[src/rtl/adder_seq.sv]
// adder_seq: multi-byte add/subtract sequencer that streams NBYTES-wide
// operands through a single 8-bit adder, LSB byte first, one byte per clock.
// Operand and result vectors use [0:W-1] ordering (index 0 = MSB).
// Optional feature: define ADDSEQ_OVF_EN to add the signed-overflow output ovf.

// adder8: 8-bit adder with carry in/out, bit 0 is the MSB
module adder8 (
  input  logic [0:7] a,
  input  logic [0:7] b,
  input  logic       cin,
  output logic [0:7] s,
  output logic       cout
);
  assign {cout, s} = {1'b0, a} + {1'b0, b} + {8'b0, cin};
endmodule

module adder_seq #(
  parameter int NBYTES = 4
) (
  input  logic            clk,
  input  logic            rst,
  input  logic            start,
  input  logic            sub,
  input  logic            cin,
  input  logic [0:8*NBYTES-1] a,
  input  logic [0:8*NBYTES-1] b,
  output logic            ready,
  output logic            busy,
  output logic            done,
  output logic [0:8*NBYTES-1] s,
  output logic            cout
`ifdef ADDSEQ_OVF_EN
  ,output logic           ovf
`endif
);
  localparam int W  = 8 * NBYTES;
  localparam int CW = (NBYTES > 1) ? $clog2(NBYTES) : 1;

  localparam logic [1:0] IDLE = 2'd0;
  localparam logic [1:0] RUN  = 2'd1;
  localparam logic [1:0] DONE = 2'd2;

  logic [1:0]    state;
  logic [CW-1:0] cnt;
  logic [0:W-1]  a_reg;
  logic [0:W-1]  b_reg;
  logic          carry;

  logic [0:7]    a_byte;
  logic [0:7]    b_byte;
  logic [0:7]    sum_byte;
  logic          sum_carry;
  logic          last;

  // Select the operand byte addressed by cnt (cnt=0 is the LSB byte)
  always_comb begin
    a_byte = '0;
    b_byte = '0;
    for (int k = 0; k < NBYTES; k++) begin
      if (cnt == CW'(k)) begin
        a_byte = a_reg[W-8*(k+1) +: 8];
        b_byte = b_reg[W-8*(k+1) +: 8];
      end
    end
  end

  assign last = (cnt == CW'(NBYTES - 1));

  adder8 u_adder8 (
    .a    (a_byte),
    .b    (b_byte),
    .cin  (carry),
    .s    (sum_byte),
    .cout (sum_carry)
  );

  // Sequencer FSM: latch operands, step bytes through the adder, pulse done
  always_ff @(posedge clk or posedge rst) begin
    if (rst) begin
      state <= IDLE;
      cnt   <= '0;
      carry <= 1'b0;
      a_reg <= '0;
      b_reg <= '0;
      ready <= 1'b1;
      busy  <= 1'b0;
      done  <= 1'b0;
      s     <= '0;
      cout  <= 1'b0;
`ifdef ADDSEQ_OVF_EN
      ovf   <= 1'b0;
`endif
    end else begin
      case (state)
        IDLE: begin
          if (start) begin
            a_reg <= a;
            b_reg <= sub ? ~b : b;
            carry <= cin ^ sub;
            cnt   <= '0;
            state <= RUN;
            ready <= 1'b0;
            busy  <= 1'b1;
          end
        end
        RUN: begin
          for (int k = 0; k < NBYTES; k++) begin
            if (cnt == CW'(k)) begin
              s[W-8*(k+1) +: 8] <= sum_byte;
            end
          end
          carry <= sum_carry;
          if (last) begin
            cout  <= sum_carry;
`ifdef ADDSEQ_OVF_EN
            ovf   <= (a_reg[0] == b_reg[0]) && (sum_byte[0] != a_reg[0]);
`endif
            state <= DONE;
            busy  <= 1'b0;
            done  <= 1'b1;
          end else begin
            cnt <= cnt + 1'b1;
          end
        end
        DONE: begin
          done  <= 1'b0;
          ready <= 1'b1;
          state <= IDLE;
        end
        default: begin
          state <= IDLE;
          ready <= 1'b1;
          busy  <= 1'b0;
          done  <= 1'b0;
        end
      endcase
    end
  end
endmodule

[config.mk]
export PLATFORM = sky130hd
export DESIGN_NAME = adder_seq
export DESIGN_NICKNAME = d
export VERILOG_FILES = /design/src/rtl/adder_seq.sv
export SDC_FILE = /design/constraint.sdc
export NUM_CORES = 1
export LEC_CHECK = 0
export CORE_MARGIN = 2
export CORE_UTILIZATION = 55
export CTS_BUF_LIST = sky130_fd_sc_hd__clkbuf_4 sky130_fd_sc_hd__clkbuf_8 sky130_fd_sc_hd__clkbuf_16
export DETAILED_ROUTE_END_ITERATION = 10
export PLACE_DENSITY = 0.94
export SYNTH_ARGS = -nofsm -noshare
export SYNTH_HDL_FRONTEND = slang
export SYNTH_HIERARCHICAL = 1
export SYNTH_SLANG_ARGS = --single-unit
export TNS_END_PERCENT = 100
[constraint.sdc]
create_clock -name clk -period 7.38 [get_ports clk]
set_input_delay 1.476 -clock clk [delete_from_list [all_inputs] [get_ports clk]]
set_output_delay 1.476 -clock clk [all_outputs]
set_load 0.1 [all_outputs]
**After elaboration in Yosys (flattened, before gate mapping)**

Index checks and enable logic that the tools add are counted.

- Bits in registers: 105
- Input port bits: 69
- Output and inout bits: 36
- Logic and storage cells: 67

- Add/subtract/negate cells: 3
- Equal/unequal tests: 8
- Mux-type cells: 24
- Bitwise operators: 5
- Reductions and logical operators: 14

Operators with widths:

| cell | count |
|---|---|
| 8-bit two-way mux | 8 |
| 32-bit two-way mux | 1 |
| 32-bit NOT | 1 |
| 2-bit AND reduction | 9 |
| 8-bit by 8-bit adder with 9-bit output | 1 |
| 9-bit by 1-bit adder with 9-bit output | 1 |
| 2-bit two-way mux | 4 |
| 2-bit one-hot mux with 2 select lines | 2 |
| 2-bit equality test, second input constant | 3 |
| 2-bit inequality test, second input constant | 3 |
| 1-bit one-hot mux with 2 select lines | 3 |
| 3-bit AND reduction | 2 |
| 1-bit two-way mux | 5 |
| 2-bit by 1-bit equality test with 1-bit output, second input constant | 2 |
| 2-bit logical NOT | 2 |
| 1-bit NOT | 3 |
| 1-bit one-hot mux with 3 select lines | 1 |
| 2-bit by 1-bit adder with 2-bit output, second input constant | 1 |
| 2-bit nonzero test | 1 |
| 1-bit XOR | 1 |

**Longest topological paths before layout**

- Depth after elaboration: 8
- Gate-level depth with buffers: 15
- Depth with buffers taken out: 12

**Hierarchy**

The synthesis kept the hierarchy.

By module, submodules not included:

| module | times used | cells each | area an instance (um2) | sequential area each (um2) |
|---|---|---|---|---|
| adder_seq | 1 | 393 | 4,769.6 | 2,628.8 |
| adder8 | 1 | 40 | 331.6 | 0.0 |

**Worst setup path after synthesis**

Ideal clock, no wire load.

- Path type: register to register
- Start point: reg cnt[1]
- End point: reg carry
- Setup time: 0.127 ns
- Arrival time: 3.119 ns
- Data required time: 7.253 ns
- Setup slack: 4.134 ns
- Cell stages (with the launch flop): 16
- Buffers on the path: 3
- Period minus slack after synthesis: 3.246 ns
- Path through: dfrtp_1 > inv_1 > ha_1 > buf_2 > nor2b_1 > clkbuf_2 > buf_4 > a221oi_1 > o31ai_1 > fa_1 > fa_1 > a21oi_1 > o21a_1 > o21ai_0 > a222oi_1 > inv_1

- Longest elaborated chain between the ends: 8
- Elaborated cells between the ends (all ways): 15
- Those cells by class: add/sub: 2; eq/ne: 3; mux: 9; reduce/logical: 1

RTL lines:

| item | line | RTL |
|---|---|---|
| from (decl) | 44 | `logic [CW-1:0] cnt;` |
| from (signal assigned) | 122 | `cnt <= cnt + 1'b1;` |
| 2-bit logical NOT | 60 | `if (cnt == CW'(k)) begin` |
| 8-bit two-way mux (3 in series) | 60 |  |
| 8-bit two-way mux * | 60 |  |
| via a_byte (one bit) | 49 | `logic [0:7] a_byte;` |
| 8-bit by 8-bit adder with 9-bit output * | 14 | `assign {cout, s} = {1'b0, a} + {1'b0, b} + {8'b0, cin};` |
| 9-bit by 1-bit adder with 9-bit output * | 14 |  |
| via sum_carry | 52 | `logic sum_carry;` |
| 1-bit one-hot mux with 2 select lines * | 94 | `case (state)` |
| to (signal assigned) | 99 | `carry <= cin ^ sub;` |
| to (signal assigned) | 112 | `carry <= sum_carry;` |
| to (decl) | 47 | `logic carry;` |

Mark *: on every way through the listed nets, which the timed path passes. The rest lies on a longest branch.
A chain may end at the register's enable or synchronous reset.

**Final worst setup path**

Same ends and word-level chain as after synthesis.

==> results.sh <==
export IMPL_crit_family="compound AO/OA/AOI/OAI gates"
export IMPL_rsz0062_at_grt="no"
export IMPL_slew_viol_final=0
export IMPL_vias=3672
export IMPL_hp_class="flop to flop"
export IMPL_place_hpwl_um=8580
export IMPL_finalSetupTns_ns=0
export IMPL_h_tree_depth=3
export IMPL_cp_required_ns=7.63
export IMPL_reg2reg_setup_slack_ns=3.34
export IMPL_layout_drive_gt1_share=0.183
export IMPL_synth_area_um2=5100
export IMPL_areaGrowthSynthToFinish_pct=24.7
export IMPL_status="complete, no violations"
export IMPL_ys_flop_type="dfrtp_1"
export IMPL_grt_pass1_wl_um=18700
export IMPL_finalCritPeriodShare=0.547
export IMPL_max_stage_delay_ns=0.92
export IMPL_antenna_found_initial=0
export IMPL_cts_setup_buffers=0
export IMPL_synthCells=433
export IMPL_ys_types=42
export IMPL_ant_nets=0
export IMPL_die_h_um=100
export IMPL_clk_path_buf_depth=2
export IMPL_diodes=0
export IMPL_wire_per_inst_um=18.2
export IMPL_drc_errors=0
export IMPL_grt_total_usage=0.240
export IMPL_first_pass_iters=5
export IMPL_grt_pass1_vias=3756
export IMPL_crit_buf_inv=2
export IMPL_grt_max_degree=77
export IMPL_cts_root_buf="clkbuf_8"
export IMPL_routabilityCongestion=0.942
export IMPL_clk_latency_ns=0.37
export IMPL_crit_path_max_fanout=18
export IMPL_start_util=0.560
export IMPL_clkTransAtPathRegs_ns=0.11
export IMPL_synth_enable_flop_cells=0
export IMPL_drt_total_wl_um=11600
export IMPL_grt_overflow_total=0
export IMPL_numCtsBuffers=9
export IMPL_io_buffers=104
export IMPL_dr_first_iter_drc_count=314
export IMPL_synth_area_top_cells="dfrtp_1, mux2_2, xnor2_1"
export IMPL_ys_ff_latch=105
export IMPL_hold_viol_final=0
export IMPL_avgSynthCellArea_um2=11.8
export IMPL_io_pins=105
export IMPL_async_flop_share=1.00
export IMPL_slew_headroom=0.286
export IMPL_crit_path_start_kind="flop"
export IMPL_synth_top_area_cell="dfrtp_1"
export IMPL_routed_via_density=5.74
export IMPL_worstSetupPathType="flop to flop"
export IMPL_worstSetupEndpointType="flop"
export IMPL_ys_seq_area_frac=0.515
export IMPL_min_period_ns=4.04
export IMPL_nNetsFinal=606
export IMPL_max_cap_violations=0
export IMPL_cp_slowest_cell="nor2b_1"
export IMPL_setup_violations=0
export IMPL_fp_dieW_um=100
export IMPL_synth_top_area_frac=0.510
export IMPL_fmax_mhz=248
export IMPL_core_area_um2=9110
export IMPL_fp_dieArea_um2=10100
export IMPL_worst_slew_pin_slew_ns=1.07
export IMPL_num_rows=35
export IMPL_cts_sinks=105
export IMPL_holdBufCountCts=0
export IMPL_postCtsResizedCells=0
export IMPL_path_cells="inv_1, ha_1, nor2b_1, a221oi_1, o31ai_1, ha_1, a21o_1, a21oi_2, o21a_1, o21ai_0, a222oi_1, inv_1"
export IMPL_skew_ns=0.0154
export IMPL_synth_nets=515
export IMPL_cts_tree="done"
export IMPL_arrival_ns=4.29
export IMPL_synth_warning_count=6
-- worst reg2reg max path, cell delays in order (launching register included) --
cell	delay (ns)
dfrtp_1	0.43
inv_1	0.09
ha_1	0.42
nor2b_1	0.92
a221oi_1	0.22
o31ai_1	0.37
ha_1	0.36
a21o_1	0.23
a21oi_2	0.20
o21a_1	0.18
o21ai_0	0.12
a222oi_1	0.32
inv_1	0.07
-- per-stage QoR --
stage               setup WS (ns)  instances  hold WS [ns]  cell area (um2)  utilization
floorplan                    3.15        433         0.479             5100            -
finish                       3.34        640         0.505             6360        0.699
global route                 3.07        640         0.533             6360        0.699
detailed placement           3.45        624         0.487             6150        0.676
global placement             3.69        624         0.484             6150        0.676
CTS                          3.42        640         0.505             6360        0.699
-- kinds of logic after synthesis --
| group | count (synthesis) | share of synthesized area |
|---|---|---|
| flip-flops | 105 | 0.515 |
| XOR/XNOR | 37 | 0.0635 |
| buffers and inverters | 39 | 0.0395 |
| multiplexers | 66 | 0.152 |
| adder cells (fa/ha/maj) | 13 | 0.0348 |
| AO/OA/AOI/OAI | 87 | 0.115 |
| AND/OR/NAND/NOR | 86 | 0.0800 |
-- placed cells by master (no fill, tap or decap), drive strengths merged, types with 5 or more instances in the layout --
master         count
ha                11
a21oi             39
nor2              36
a221oi            16
nor2b             19
buf                5
nand2             22
dfrtp            104
o31ai             16
clkdlybuf4s50    103
inv               14
clkbuf             9
mux2              66
xnor2             34
-- final cells by class --
type	instances	area, um2
inverter	11	43.8
tap	111	139
multi-input combinational	289	2280
clock inverter	7	86.3
clock buffer	9	124
fill	642	2750
sequential	105	2630
timing repair buffer	108	1070
-- layer usage --
layer | vias up | share of wire | global-route usage
li1 | 1696 | - | -
met2 | 148 | 0.51 | 0.418
met1 | 1804 | 0.41 | 0.305
met3 | 24 | 0.058 | 0.0425
met4 | 0 | 0.025 | 0.0790
met5 | - | 0 | 0
-- worst paths after layout --
kind	depth (start not counted)	end	startpoint
worst max-delay path	12	carry$_DFFE_PP0P_	cnt[1]$_DFFE_PP0P_
worst min-delay path	2	ready$_DFFE_PP1P_	ready$_DFFE_PP1P_
worst max register to register	12	carry$_DFFE_PP0P_	cnt[1]$_DFFE_PP0P_
worst min register to register	2	ready$_DFFE_PP1P_	ready$_DFFE_PP1P_
max in group asynchronous	3	a_reg[15]$_DFFE_PP0P_	rst
min in group asynchronous	2	s[1]$_DFFE_PP0P_	rst
-- Yosys cell counts (3+ instances only) --
library cell / n
xor2_1: 3
dfrtp_1: 104
buf_2: 13
a21oi_1: 38
a22o_1: 3
clkbuf_1: 6
buf_4: 6
nor2b_1: 19
o31ai_1: 16
mux2_4: 8
inv_1: 10
nor2_1: 36
xnor2_1: 34
nand2_1: 18
mux2_2: 58
nand2_2: 3
a221oi_1: 16
ha_1: 11
Power is left out: the tool's default activity adds up to more than one toggle a clock period on the data nets, which glitch-free logic cannot reach.
